`src/rtl/instr_fetch_stage_pkg.sv`:
```
// Purpose: shared fetch/decode definitions (instruction fields, opcodes, fetch FSM states).
// Latency: n/a (package only).
// Backpressure: n/a (package only).
// Contents: instruction width, field bit positions, HALT opcode, fetch state encoding,
//           and a field-extraction helper used by fetch and the control unit.
package instr_fetch_stage_pkg;

  localparam int IF_INSTR_W = 16;

  // Instruction field bit positions: opcode[15:12] rs[11:8] rt[7:4] rd_imm[3:0]
  localparam int OPC_MSB = 15;
  localparam int OPC_LSB = 12;
  localparam int RS_MSB  = 11;
  localparam int RS_LSB  = 8;
  localparam int RT_MSB  = 7;
  localparam int RT_LSB  = 4;
  localparam int RDI_MSB = 3;
  localparam int RDI_LSB = 0;

  typedef logic [3:0] opcode_t;

  localparam opcode_t IF_HALT_OP = 4'b1111;

  typedef enum logic [1:0] {
    S_IDLE = 2'd0,
    S_REQ  = 2'd1,
    S_HOLD = 2'd2,
    S_HALT = 2'd3
  } fetch_state_t;

  function automatic opcode_t get_opcode(input logic [IF_INSTR_W-1:0] instr);
    return instr[OPC_MSB:OPC_LSB];
  endfunction

endpackage

```
`src/rtl/instr_fetch_stage_pc_reg.sv`:
```
// Purpose: program counter register with reset load, +1 increment (wrapping) and redirect load.
// Latency: pc updates on the clock edge after load/inc; pc_nxt is the combinational next value.
// Backpressure: none; the caller decides when to load or increment.
// Ports: clk, rst_n (async active-low), load/load_pc (redirect), inc (advance), pc, pc_nxt.
module instr_fetch_stage_pc_reg #(
  parameter int                ADDR_W   = 8,
  parameter logic [ADDR_W-1:0] RESET_PC = '0
) (
  input  logic              clk,
  input  logic              rst_n,
  input  logic              load,
  input  logic [ADDR_W-1:0] load_pc,
  input  logic              inc,
  output logic [ADDR_W-1:0] pc,
  output logic [ADDR_W-1:0] pc_nxt
);

  // Redirect wins over increment; natural overflow gives the wrap to 0.
  always_comb begin
    pc_nxt = pc;
    if (load) begin
      pc_nxt = load_pc;
    end else if (inc) begin
      pc_nxt = pc + ADDR_W'(1);
    end
  end

  always_ff @(posedge clk or negedge rst_n) begin
    if (!rst_n) begin
      pc <= RESET_PC;
    end else begin
      pc <= pc_nxt;
    end
  end

endmodule

```
`src/rtl/instr_fetch_stage.sv`:
```
// Purpose: instruction fetch stage; issues imem word requests, holds the fetched instruction for decode.
// Latency: >=1 cycle from request to IR capture, one instruction at most every 2 cycles.
// Backpressure: id_ready=0 holds id_valid and IR stable indefinitely; no new fetch until consumed.
// Ports: clk, rst_n; imem_req/imem_addr/imem_ack/imem_rdata (memory); id_valid/id_ready/id_opcode/
//        id_rs/id_rt/id_rd_imm/id_pc (decode); redirect_valid/redirect_pc; halted.
// Option: FETCH_PERF_CNT_EN adds saturating perf_fetched / perf_stall counters.
module instr_fetch_stage
  import instr_fetch_stage_pkg::*;
#(
  parameter int                ADDR_W   = 8,
  parameter int                INSTR_W  = IF_INSTR_W,
  parameter logic [ADDR_W-1:0] RESET_PC = '0,
  parameter logic [3:0]        HALT_OP  = IF_HALT_OP
) (
  input  logic               clk,
  input  logic               rst_n,
  output logic               imem_req,
  output logic [ADDR_W-1:0]  imem_addr,
  input  logic               imem_ack,
  input  logic [INSTR_W-1:0] imem_rdata,
  output logic               id_valid,
  input  logic               id_ready,
  output logic [3:0]         id_opcode,
  output logic [3:0]         id_rs,
  output logic [3:0]         id_rt,
  output logic [3:0]         id_rd_imm,
  output logic [ADDR_W-1:0]  id_pc,
  input  logic               redirect_valid,
  input  logic [ADDR_W-1:0]  redirect_pc,
  output logic               halted
`ifdef FETCH_PERF_CNT_EN
  ,
  output logic [15:0]        perf_fetched,
  output logic [15:0]        perf_stall
`endif
);

  fetch_state_t       state, state_nxt;
  logic               kill, kill_nxt;
  logic               pc_load, pc_inc, ir_load, addr_load;
  logic [ADDR_W-1:0]  pc, pc_nxt;
  logic [INSTR_W-1:0] ir;

  instr_fetch_stage_pc_reg #(
    .ADDR_W   (ADDR_W),
    .RESET_PC (RESET_PC)
  ) u_pc_reg (
    .clk     (clk),
    .rst_n   (rst_n),
    .load    (pc_load),
    .load_pc (redirect_pc),
    .inc     (pc_inc),
    .pc      (pc),
    .pc_nxt  (pc_nxt)
  );

  always_comb begin
    state_nxt = state;
    kill_nxt  = kill;
    pc_load   = 1'b0;
    pc_inc    = 1'b0;
    ir_load   = 1'b0;
    addr_load = 1'b0;
    case (state)
      S_IDLE: begin
        state_nxt = S_REQ;
        pc_load   = redirect_valid;
        addr_load = 1'b1;
      end
      S_REQ: begin
        if (redirect_valid) begin
          // The request stays up; its data is dropped when it finally returns.
          pc_load = 1'b1;
          if (imem_ack) begin
            kill_nxt  = 1'b0;
            addr_load = 1'b1;
          end else begin
            kill_nxt  = 1'b1;
          end
        end else if (imem_ack) begin
          if (kill) begin
            // Stale return for a pre-redirect address: re-issue at the redirected pc.
            kill_nxt  = 1'b0;
            addr_load = 1'b1;
          end else begin
            ir_load   = 1'b1;
            pc_inc    = 1'b1;
            state_nxt = S_HOLD;
          end
        end
      end
      S_HOLD: begin
        // A redirect squashes the held instruction and also suppresses a same-cycle HALT.
        if (redirect_valid) begin
          pc_load   = 1'b1;
          addr_load = 1'b1;
          state_nxt = S_REQ;
        end else if (id_ready) begin
          if (get_opcode(ir[IF_INSTR_W-1:0]) == HALT_OP) begin
            state_nxt = S_HALT;
          end else begin
            addr_load = 1'b1;
            state_nxt = S_REQ;
          end
        end
      end
      S_HALT: begin
        state_nxt = S_HALT;
      end
      default: begin
        state_nxt = S_IDLE;
      end
    endcase
  end

  always_ff @(posedge clk or negedge rst_n) begin
    if (!rst_n) begin
      state     <= S_IDLE;
      kill      <= 1'b0;
      ir        <= '0;
      id_pc     <= '0;
      imem_addr <= RESET_PC;
    end else begin
      state <= state_nxt;
      kill  <= kill_nxt;
      if (ir_load) begin
        ir    <= imem_rdata;
        id_pc <= pc;
      end
      // imem_addr only moves when a new request starts, so it is stable until ack.
      if (addr_load) begin
        imem_addr <= pc_nxt;
      end
    end
  end

  assign imem_req  = (state == S_REQ);
  assign id_valid  = (state == S_HOLD);
  assign halted    = (state == S_HALT);
  assign id_opcode = ir[OPC_MSB:OPC_LSB];
  assign id_rs     = ir[RS_MSB:RS_LSB];
  assign id_rt     = ir[RT_MSB:RT_LSB];
  assign id_rd_imm = ir[RDI_MSB:RDI_LSB];

`ifdef FETCH_PERF_CNT_EN
  always_ff @(posedge clk or negedge rst_n) begin
    if (!rst_n) begin
      perf_fetched <= '0;
      perf_stall   <= '0;
    end else begin
      if (ir_load && (perf_fetched != 16'hFFFF)) begin
        perf_fetched <= perf_fetched + 16'd1;
      end
      if ((state == S_HOLD) && !id_ready && (perf_stall != 16'hFFFF)) begin
        perf_stall <= perf_stall + 16'd1;
      end
    end
  end
`endif

endmodule

```
`config.mk`:
```
export PLATFORM = sky130hd
export DESIGN_NAME = instr_fetch_stage
export DESIGN_NICKNAME = d
export VERILOG_FILES = /design/src/rtl/instr_fetch_stage_pkg.sv /design/src/rtl/instr_fetch_stage_pc_reg.sv /design/src/rtl/instr_fetch_stage.sv
export SDC_FILE = /design/constraint.sdc
export NUM_CORES = 1
export LEC_CHECK = 0
export ABC_AREA = 1
export CAP_MARGIN = 40
export CORE_ASPECT_RATIO = 0.7
export CORE_MARGIN = 1
export CORE_UTILIZATION = 34
export DETAILED_ROUTE_END_ITERATION = 10
export PLACE_DENSITY_LB_ADDON = 0.08
export SLEW_MARGIN = 20
export SYNTH_ARGS = -nofsm -noshare
export SYNTH_HDL_FRONTEND = slang
export SYNTH_SLANG_ARGS = --single-unit
```
`constraint.sdc`:
```
create_clock -name clk -period 1.7 [get_ports clk]
set_input_delay 0.17 -clock clk [delete_from_list [all_inputs] [get_ports clk]]
set_output_delay 0.17 -clock clk [all_outputs]
set_load 0.05 [all_outputs]
```
==> metrics <==
Final GP Congestion=0.793; Non-Filler Instances=382; CP max-delay cell=clkdlybuf4s50_1; WP buf/inv=1; Final ANT Viol Nets=0; Mean Syn Cell Area=8.24 um^2; Clk pwr share=14.7%; Netlist cell types=26; Worst-path clk slew=approximately 80 ps; CTS sink count=43; final core utilization=52.4%; initial antenna violation count=0; drt drc=0; post-DP HPWL=3.37 mm; clk buf depth=2; port bufs=63; die area=roughly 6000 um^2; switching power=0.00269 W; n_diodes=0; clock root buffer=clkbuf_8; sw frac=47.7%; Die X=between 90 and 100 um; clock skew=approximately 5.9 ps; terminus of the critical flop-to-flop path=imem_addr[5]; crit share post-route=between 90% and 100%; pwr dens=2020 nW/um^2; Crit Path Class=register to output pin; Final TNS setup=0 ps; P_int=0.00295 W; top-area cell type share of the netlist area=between 50% and 60%; worst-skew pair later-pin latency=around 300 ps; vias in the first global route=1618; final wirelength=4.59 mm; Filler cells=~520; H-tree depth=2; number of synthesized flops with an enable pin=0; Cell Area, Placed=2670 um^2; Max Freq=601 MHz; max_slew headroom=66.4%; R2R Path Start=state[1]; max cap viols=0; global route overflow=0; most instantiated library cell after synthesis=nand2_1; # nets final=~340; setup violators final=0; r2r setup slk=270 ps; DR vias/cell=approximately 4.3; YS warnings=0; routed len/inst=12.0 um; final hold viol count=0; Max VDD drop=a little over 0.9 mV; total core area=about 5300 um^2; critical-path maximum fanout=3; Comb pwr share=between 50% and 60%; detailed-route via count=1657; worst min-delay path class=input pin to asynchronous set/reset pin; Worst Path Arrival=1500 ps; Cells after Synth=233; Worst setup EP type=output pin; share of synthesized flip-flops with an asynchronous set or reset=between 90% and 100%; Tot GR Track Use=17.1%; Rows=22; Leak=1.47 nW; Mapped Nets=263; Commonest cells post-synth=nand2_1, dfrtp_1, inv_1; cell area after layout=roughly 2800 um^2; Slew @ Worst Pin=502 ps; FF-to-FF path depth=9; Num CTS Buffers=5; postcts setup bufs=0; delay-heaviest family, CP=buffers and inverters; Placed Cells=373; flip-flop and latch count after synthesis=43; DRT Pass-1 Iters=4; Seq/Total Area, Yosys=56.0%; Final Max Tran Viols=0; Area Growth Syn to Fin=45.7%; outcome=finished clean; ys flop type=dfrtp_1; Final Hold Slack=343 ps; largest net degree at the start of global routing=27; dominant cell type by area after synthesis=dfrtp_1; top post-synthesis cells by area=dfrtp_1, nand2_1, nand3_1, inv_1, o21ai_0; height of the die=64.9 um; I/O pins=64; first-pass GRT wire length=7.72 mm; CTS tree=yes; DRT iter0 DRCs=65; crit-path max cell delay=between 800 and 900 ps; RSZ-0062 raised after global routing=false; layout cells sized above 1=15.2%; sequential power share=roughly a third; worst endpoint required time=1530 ps; CP Cell Sequence=clkdlybuf4s50_1; initial cell density of the core=36.0%; Tmin final=1670 ps; Startpoint Class=register; synthesized cell area=1920 um^2
-- sequential cells by signal (all words and copies together) (netlist names) --
signal,flops
kill,1
state,2
u_pc_reg.pc,8
ir,16
id_pc,8
imem_addr,8
-- how the worst max path moves through the flow --
stage / startpoint / cells past startpoint / endpoint
2_1_floorplan: state[0] / 6 / ir[12]
3_3_place_gp: redirect_valid / 10 / imem_addr[5]
3_5_place_dp: redirect_valid / 10 / imem_addr[6]
4_1_cts: ir[12] / 1 / id_opcode[0]
5_1_grt: ir[14] / 1 / id_opcode[2]
6_report: ir[13] / 1 / id_opcode[1]
-- final cells by class --
| class | instances | area [um^2] | area share (%) |
|---|---|---|---|
| clock inverter | 2 | 35.0 | 1.25 |
| inverter | 20 | 75.1 | 2.68 |
| tap | 72 | 90.1 | 3.22 |
| multi-input combinational | 163 | 724 | 25.9 |
| sequential | 43 | 1080 | 38.4 |
| timing repair buffer | 76 | 716 | 25.6 |
| clock buffer | 6 | 82.6 | 2.95 |
-- power groups by stage --
stage                     registers [W]  logic, W  clock network, W
after floorplan                 0.00301  0.000795                 0
after global routing            0.00187   0.00324          0.000888
after global placement          0.00182   0.00303                 0
final                           0.00180   0.00301          0.000829
after detailed placement        0.00182   0.00303                 0
after CTS                       0.00181   0.00304          0.000854
-- repair_timing --
item,CTS,global route
endpoints found under the hold margin,17,0
resized for setup,0,2
hold buffers,1,0
setup endpoints to repair,0,2
-- kinds of logic (layout without fill, tap and decap cells) --
family	count (synthesis)	in the layout	share of synthesized area, %
fa+ha+maj	1	1	0.651
flops	43	43	56.0
simple gates	146	146	31.7
compound gates	14	14	4.43
xor+xnor	2	2	0.912
buf+inv	27	104	6.25
-- layout by cell type, fill, tap and decap left out, types with 2 or more instances in the layout --
cell type / instances
inv_1: 19
xor2_1: 2
dlymetal6s2s_1: 2
nor2_1: 10
nor2_2: 3
o21ai_0: 8
nand3_1: 16
dfrtp_1: 43
or2_2: 3
nand2_1: 107
clkbuf_8: 6
and2_1: 3
clkdlybuf4s50_1: 44
buf_4: 26
buf_12: 2
-- per-stage QoR --
| step | power [W] | setup WS, ps |
|---|---|---|
| floorplan | 0.00381 | 71.9 |
| global placement | 0.00484 | 72.4 |
| detailed placement | 0.00484 | 49.8 |
| CTS | 0.00570 | 17.2 |
| global route | 0.00600 | 5.76 |
| finish | 0.00564 | 34.8 |
-- routing by layer --
layer	track usage [%]	wire length (um)	part of all wire (%)
met2	24.0	1800	39
met3	4.46	265	5.8
met5	0	0	0
met4	5.86	48	1.0
met1	25.2	2480	54
Note: power is estimated with default switching activity, not from simulation.
